## config.mk

```make
export PLATFORM = sky130hd
export DESIGN_NAME = instr_encoder
export DESIGN_NICKNAME = d
export VERILOG_FILES = /design/src/rtl/instr_encoder_pkg.sv /design/src/rtl/instr_pack.sv /design/src/rtl/instr_encoder.sv
export SDC_FILE = /design/constraint.sdc
export NUM_CORES = 1
export LEC_CHECK = 0
export CELL_PAD_IN_SITES_DETAIL_PLACEMENT = 1
export CELL_PAD_IN_SITES_GLOBAL_PLACEMENT = 1
export CORE_ASPECT_RATIO = 1.2
export CORE_MARGIN = 2
export CORE_UTILIZATION = 31
export CTS_CLUSTER_DIAMETER = 120
export DETAILED_ROUTE_END_ITERATION = 12
export HOLD_SLACK_MARGIN = 0.12
export PLACE_DENSITY = 0.75
export REMOVE_ABC_BUFFERS = 1
export SLEW_MARGIN = 20
export SYNTH_ARGS = -nofsm -noshare
export SYNTH_HDL_FRONTEND = slang
export SYNTH_SLANG_ARGS = --single-unit
```

## constraint.sdc

```tcl
create_clock -name clk -period 2.05 [get_ports clk]
set_clock_uncertainty 0.05 [all_clocks]
set_input_delay 0.3075 -clock clk [delete_from_list [all_inputs] [get_ports clk]]
set_output_delay 0.3075 -clock clk [all_outputs]
set_load 0.02 [all_outputs]
```

## src/rtl/instr_encoder_pkg.sv

```systemverilog
`default_nettype none
// ============================================================================
//  Module      : instr_encoder_pkg
//  Description : Shared definitions for the instruction encoder/decoder pair:
//                field widths, instruction code table, RV32 opcode and
//                funct3/funct7 constants, and the encoder FSM state type.
//  Revision    : 1.0 - initial release
// ============================================================================
package instr_encoder_pkg;

    // Field widths shared with the decoder
    localparam int ISIZE = 32;   // encoded instruction width
    localparam int ASIZE = 5;    // register address width
    localparam int DSIZE = 32;   // immediate width

    // Instruction code table (common to encoder and decoder)
    localparam logic [3:0] CODE_ADD  = 4'd0;
    localparam logic [3:0] CODE_MUL  = 4'd1;
    localparam logic [3:0] CODE_ADDI = 4'd2;
    localparam logic [3:0] CODE_LW   = 4'd3;
    localparam logic [3:0] CODE_SW   = 4'd4;
    localparam logic [3:0] CODE_JAL  = 4'd5;
    localparam logic [3:0] CODE_JR   = 4'd6;
    localparam logic [3:0] CODE_BNE  = 4'd7;

    // RV32 major opcodes
    localparam logic [6:0] OP_REG    = 7'b0110011;
    localparam logic [6:0] OP_IMM    = 7'b0010011;
    localparam logic [6:0] OP_LOAD   = 7'b0000011;
    localparam logic [6:0] OP_STORE  = 7'b0100011;
    localparam logic [6:0] OP_JAL    = 7'b1101111;
    localparam logic [6:0] OP_JALR   = 7'b1100111;
    localparam logic [6:0] OP_BRANCH = 7'b1100011;

    // funct3 / funct7
    localparam logic [2:0] F3_ADD    = 3'b000;
    localparam logic [2:0] F3_WORD   = 3'b010;
    localparam logic [2:0] F3_JALR   = 3'b000;
    localparam logic [2:0] F3_BNE    = 3'b001;
    localparam logic [6:0] F7_ADD    = 7'b0000000;
    localparam logic [6:0] F7_MUL    = 7'b0000001;

    // addi x0, x0, 0
    localparam logic [ISIZE-1:0] NOP_WORD = 32'h0000_0013;

    // Encoder load-sequencer states
    typedef enum logic [1:0] {
        S_IDLE   = 2'd0,
        S_ACCEPT = 2'd1,
        S_WRITE  = 2'd2,
        S_DONE   = 2'd3
    } state_t;

endpackage : instr_encoder_pkg
`default_nettype wire

```

## src/rtl/instr_pack.sv

```systemverilog
`default_nettype none
// ============================================================================
//  Module      : instr_pack
//  Description : Combinational RV32 packer. Turns one set of instruction
//                fields into a 32-bit instruction word and flags unknown
//                codes (NOP emitted). With IMM_RANGE_CHECK_EN defined it also
//                flags immediates that do not fit their field; the truncated
//                encoding is produced either way.
//  Revision    : 1.0 - initial release
// ============================================================================
module instr_pack
    import instr_encoder_pkg::*;
(
    input  logic [3:0]       code_i,
    input  logic [ASIZE-1:0] rs1_i,
    input  logic [ASIZE-1:0] rs2_i,
    input  logic [ASIZE-1:0] rd_i,
    input  logic [DSIZE-1:0] imm_i,
    output logic [ISIZE-1:0] word_o,
    output logic             err_o
);

    logic w_unknown;
    logic w_range_bad;

    // Field packing per instruction format
    always_comb begin
        word_o    = NOP_WORD;
        w_unknown = 1'b0;
        case (code_i)
            CODE_ADD:  word_o = {F7_ADD, rs2_i, rs1_i, F3_ADD, rd_i, OP_REG};
            CODE_MUL:  word_o = {F7_MUL, rs2_i, rs1_i, F3_ADD, rd_i, OP_REG};
            CODE_ADDI: word_o = {imm_i[11:0], rs1_i, F3_ADD, rd_i, OP_IMM};
            CODE_LW:   word_o = {imm_i[11:0], rs1_i, F3_WORD, rd_i, OP_LOAD};
            CODE_SW:   word_o = {imm_i[11:5], rs2_i, rs1_i, F3_WORD,
                                 imm_i[4:0], OP_STORE};
            CODE_JAL:  word_o = {imm_i[20], imm_i[10:1], imm_i[11],
                                 imm_i[19:12], rd_i, OP_JAL};
            // JR is jalr x0, 0(rs1): rd and imm inputs are ignored
            CODE_JR:   word_o = {12'd0, rs1_i, F3_JALR, 5'd0, OP_JALR};
            CODE_BNE:  word_o = {imm_i[12], imm_i[10:5], rs2_i, rs1_i, F3_BNE,
                                 imm_i[4:1], imm_i[11], OP_BRANCH};
            default:   w_unknown = 1'b1;
        endcase
    end

`ifdef IMM_RANGE_CHECK_EN
    // An immediate fits when every bit above the field's sign bit equals it
    logic w_fit_i12;
    logic w_fit_b13;
    logic w_fit_j21;

    assign w_fit_i12 = (imm_i[DSIZE-1:11] == '0) || (imm_i[DSIZE-1:11] == '1);
    assign w_fit_b13 = ((imm_i[DSIZE-1:12] == '0) || (imm_i[DSIZE-1:12] == '1))
                       && !imm_i[0];
    assign w_fit_j21 = ((imm_i[DSIZE-1:20] == '0) || (imm_i[DSIZE-1:20] == '1))
                       && !imm_i[0];

    // Select the range rule matching the instruction format
    always_comb begin
        w_range_bad = 1'b0;
        case (code_i)
            CODE_ADDI, CODE_LW, CODE_SW: w_range_bad = !w_fit_i12;
            CODE_BNE:                    w_range_bad = !w_fit_b13;
            CODE_JAL:                    w_range_bad = !w_fit_j21;
            default:                     w_range_bad = 1'b0;
        endcase
    end
`else
    // Upper immediate bits only matter for range checking
    logic w_unused_imm_hi;
    assign w_unused_imm_hi = ^imm_i[DSIZE-1:21];
    assign w_range_bad     = 1'b0;
`endif

    assign err_o = w_unknown | w_range_bad;

endmodule : instr_pack
`default_nettype wire

```

## src/rtl/instr_encoder.sv

```systemverilog
`default_nettype none
// ============================================================================
//  Module      : instr_encoder
//  Description : Program loader. Accepts instruction fields over a
//                valid/ready handshake, encodes them to RV32 words and writes
//                them to instruction memory at consecutive word addresses
//                from BASE_ADDR. Sticky err on unknown codes and on
//                overflowing MEM_DEPTH words. Optional macro
//                IMM_RANGE_CHECK_EN adds immediate range checking.
//  Revision    : 1.0 - initial release
// ============================================================================
module instr_encoder
    import instr_encoder_pkg::*;
#(
    parameter int          MEM_DEPTH = 256,
    parameter logic [31:0] BASE_ADDR = 32'h0000_0000
)(
    input  logic                    clk,
    input  logic                    rst,
    input  logic                    start,
    input  logic                    in_valid,
    output logic                    in_ready,
    input  logic                    in_last,
    input  logic [3:0]              instr_code,
    input  logic [ASIZE-1:0]        rs1,
    input  logic [ASIZE-1:0]        rs2,
    input  logic [ASIZE-1:0]        rd,
    input  logic signed [DSIZE-1:0] imm,
    output logic                    mem_we,
    input  logic                    mem_ready,
    output logic [31:0]             mem_addr,
    output logic [ISIZE-1:0]        mem_wdata,
    output logic                    busy,
    output logic                    done,
    output logic                    err,
    output logic [31:0]             word_count
);

    localparam logic [31:0] C_DEPTH = 32'(MEM_DEPTH);

    state_t           state_q, state_d;
    logic [3:0]       code_q;
    logic [ASIZE-1:0] rs1_q, rs2_q, rd_q;
    logic [DSIZE-1:0] imm_q;
    logic             last_q;
    logic [31:0]      addr_q;
    logic [31:0]      count_q;
    logic             err_q;

    logic             w_hs;
    logic             w_full;
    logic             w_wr_done;
    logic [ISIZE-1:0] w_word;
    logic             w_pack_err;

    assign w_hs      = (state_q == S_ACCEPT) && in_valid;
    // All MEM_DEPTH words already written: further handshakes must not write
    assign w_full    = (count_q == C_DEPTH);
    assign w_wr_done = (state_q == S_WRITE) && mem_ready;

    instr_pack u_pack (
        .code_i (code_q),
        .rs1_i  (rs1_q),
        .rs2_i  (rs2_q),
        .rd_i   (rd_q),
        .imm_i  (imm_q),
        .word_o (w_word),
        .err_o  (w_pack_err)
    );

    // State register
    always_ff @(posedge clk) begin
        if (rst) state_q <= S_IDLE;
        else     state_q <= state_d;
    end

    // Next-state logic
    always_comb begin
        state_d = state_q;
        case (state_q)
            S_IDLE:   if (start)     state_d = S_ACCEPT;
            S_ACCEPT: if (in_valid)  state_d = w_full ? S_DONE : S_WRITE;
            S_WRITE:  if (mem_ready) state_d = last_q ? S_DONE : S_ACCEPT;
            S_DONE:                  state_d = S_IDLE;
            default:                 state_d = S_IDLE;
        endcase
    end

    // Holding register, address/count tracking and sticky error
    always_ff @(posedge clk) begin
        if (rst) begin
            code_q  <= '0;
            rs1_q   <= '0;
            rs2_q   <= '0;
            rd_q    <= '0;
            imm_q   <= '0;
            last_q  <= 1'b0;
            addr_q  <= BASE_ADDR;
            count_q <= '0;
            err_q   <= 1'b0;
        end else begin
            if ((state_q == S_IDLE) && start) begin
                addr_q  <= BASE_ADDR;
                count_q <= '0;
                err_q   <= 1'b0;
            end
            if (w_hs) begin
                if (w_full) begin
                    err_q <= 1'b1;
                end else begin
                    code_q <= instr_code;
                    rs1_q  <= rs1;
                    rs2_q  <= rs2;
                    rd_q   <= rd;
                    imm_q  <= imm;
                    last_q <= in_last;
                end
            end
            if (w_wr_done) begin
                addr_q  <= addr_q + 32'd4;
                count_q <= count_q + 32'd1;
                if (w_pack_err) err_q <= 1'b1;
            end
        end
    end

    // Outputs decoded from state; write data forced to zero outside WRITE
    always_comb begin
        in_ready   = (state_q == S_ACCEPT);
        mem_we     = (state_q == S_WRITE);
        busy       = (state_q == S_ACCEPT) || (state_q == S_WRITE);
        done       = (state_q == S_DONE);
        mem_wdata  = (state_q == S_WRITE) ? w_word : '0;
        mem_addr   = addr_q;
        err        = err_q;
        word_count = count_q;
    end

endmodule : instr_encoder
`default_nettype wire

```

==> results.cfg <==
[yosys]
yosysUniqueCellTypes = 51
syn_avg_cell_area_um2 = 8.37
synth_seq_area_share_pct = 40.8
synthTopCellsByArea = dfxtp_1, mux2i_1, nor2_1, nand2_1, nand3_1
synth_area_mm2 = 0.00520
synth_mux_area_share_pct = 10.5
synth_compound_area_share_pct = 14.3
ys_ff_latch = 106
synth-simple-area-share_pct = 26.6
yosysTopAreaCellShare_pct = 40.8
syn_inst = 621
yosysWarnings = 0
synth-edff-count = 0
yosys.area.top_type = dfxtp_1
synth_fa_ha_area_share_pct = 1.93
synth_top_family_by_area = simple AND/OR/NAND/NOR gates
synthFlopType = dfxtp_1
synthXorXnorAreaFrac_pct = 1.18
ys_async_sr_fraction_pct = 0

[setup_path]
reg2reg_depth = 7
crit_fanout = 5
worstPathArrival_ns = 1.75
setup.worst_path.class = reg -> out
cp.required_ns = 1.69
end_kind = output port
critPathLaunchType = register

[route]
vias = 5694
wirelength_mm = 20.0
drc = 0
dr.pass1.iters = 5
vias_per_cell = 5.30
first_iter_violations = 233
wl_per_cell_um = 18.6
antenna_left = 0

[outcome]
status = finished, violations left
violations = negative setup slack

[sta]
fin_crit_sh_pct = 103
setup_viol_count_final = 14
drv_slew = 0
timing.final.ws_setup_ns = -0.0620
fmax_mhz = 473
slew_headroom_pct = 60.3
grt_setup_unrepaired = yes
period_minus_slack_ns = 2.11
hold_viol = 0
tightest_slew_ns = 0.595

[global_route]
grt_first_pass_wirelength_mm = 31.5
grt_usage_pct = 22.0
grt_pass1_vias = 6114
grt_overflow = 0
antenna_found_initial = 0
grt_max_degree = 35

[floorplanning]
initial_utilization_pct = 31.8
dieArea_mm2 = 0.0178
pin_count = 158
die-height_um = 146
coreArea_mm2 = 0.0163
num_rows = 51
die_w_um = 122

[place]
io_buffers = 144
dp_slack_ns = -0.362
dpl.cell_count = 1036
gp_congestion = 0.840
hpwl_mm = 14.1
dpl-instance-area_mm2 = 0.00750

[clocking]
numCtsBuffers = 9
clk_pin_slew_worst_paths_ns = 0.08
worstSkewPairLatency_ns = 0.35
root_buffer = clkbuf_16
cts_max_level = 3
clockBufferDepth = 2
cts_sinks = 106
cts_tree = yes

[finish]
final_cell_mix = clkdlybuf4s50_1, buf_4, dfxtp_1
drive_gt1_share_pct = 28.6
fin_area_mm2 = 0.00827
areaGrowthSynthToFinish_pct = 59.1
diodes = 0
final_util_pct = 50.6
final_cells = 1075
fillerInstances = 1924
finalNetCount = 923

[hold_path]
hp-class = in -> reg
hold_depth = 2

[job]
drv_cap = 0

[power]
ir_drop_mv = 0.433
p_leak_nw = 3.42
power.density_mw_per_mm2 = 700
==> cell usage after synthesis (all sizes together) (2+ instances only) <==
cell / count
dfxtp: 106
nor2: 98
nand2: 62
mux2i: 42
nand3: 36
a21oi: 30
clkbuf: 27
nand4: 21
inv: 18
o211ai: 18
a22oi: 12
nor3: 12
buf: 11
mux2: 11
o21ai: 11
o41ai: 11
and2: 9
or4: 9
and3: 8
ha: 8
nor4: 6
o31ai: 5
or3: 5
xor2: 5
o21a: 4
o311ai: 4
or2: 4
nand2b: 3
nor4b: 3
o2111ai: 3
o31a: 3
a222oi: 2
and4: 2
nor2b: 2
xnor2: 2
==> final cells by class <==
class / count / area (um2) / share of cell area, %
multi-input cells: 460 / 3140 / 37.9
well taps: 212 / 265 / 3.21
flip-flops and latches: 106 / 2130 / 25.8
clock buffers: 12 / 246 / 2.98
repair buffers: 263 / 2350 / 28.4
clock inverters: 4 / 73.8 / 0.893
inverters: 18 / 67.6 / 0.817
==> cell families (layout without fill, tap and decap cells) <==
kind of cell / after synthesis / count (layout)
AOI/OAI and AO/OA: 108 / 108
xor gates and xnor gates: 7 / 7
adders and majority gates: 8 / 8
DFF: 106 / 106
other: 1 / 2
and+or+nand+nor: 282 / 282
muxes: 53 / 53
buffers and inverters: 56 / 297
==> report_power, final <==
group / switching [mW] / total (mW) / internal [mW]
sequential: 0.0926 / 2.27 / 2.18
clock: 0.814 / 1.92 / 1.11
combinational: 0.849 / 1.60 / 0.748
total: 1.76 / 5.79 / 4.04
==> per-stage QoR <==
step	hold slack [ns]	TNS [ns]	power (mW)
6_report	0.369	-0.294	5.79
4_1_cts	0.343	-0.995	5.85
3_3_place_gp	0.419	-9.50	3.66
3_5_place_dp	0.442	-15.51	3.72
2_1_floorplan	0.327	-140.73	3.03
5_1_grt	0.388	-5.73	6.06
==> worst paths after layout <==
path | start | endpoint | slack, ns
max | code_q[2]$_SDFFE_PP0P_ | mem_wdata[21] | -0.06
min | rst | mem_addr[17]$_SDFFE_PP0P_ | 0.37
max reg2reg | state_q[0]$_SDFFE_PP0P_ | mem_addr[22]$_SDFFE_PP0P_ | -0.05
min reg2reg | mem_addr[31]$_SDFFE_PP0P_ | mem_addr[31]$_SDFFE_PP0P_ | 0.46
==> timing repair <==
| item | 4_1_cts | 5_1_grt |
|---|---|---|
| hold buffers | 0 | 0 |
| setup endpoints to repair | 108 | 108 |
| resized for setup | 178 | 61 |
| setup buffers | 15 | 12 |
| pin swaps | 21 | 33 |
| cloned | 3 | 0 |
==> worst max-delay path, stage by stage, from the launching register on <==
cell	delay (ns)
dfxtp_2	0.35
nand2_2	0.08
buf_6	0.13
and2_4	0.14
nor3_4	0.24
buf_4	0.17
a22oi_2	0.05
nor2_1	0.10
buf_4	0.15
==> per-layer routing <==
layer / GRT usage, % / share of wire [%] / up-vias
met5: 0 / 0 / -
met4: 5.86 / 1.9 / 0
met3: 5.21 / 5.2 / 25
met2: 40.7 / 52 / 149
met1: 24.7 / 41 / 2813
li1: - / - / 2707
==> registers in the layout, summed over array words and instances, names as in the netlist <==
signal and count:
rs2_q 5, word_count 32, last_q 1, imm_q 21, rs1_q 5, state_q 2, code_q 4, err 1
rd_q 5, mem_addr 30
No activity file was read; power rests on OpenSTA's default activity.
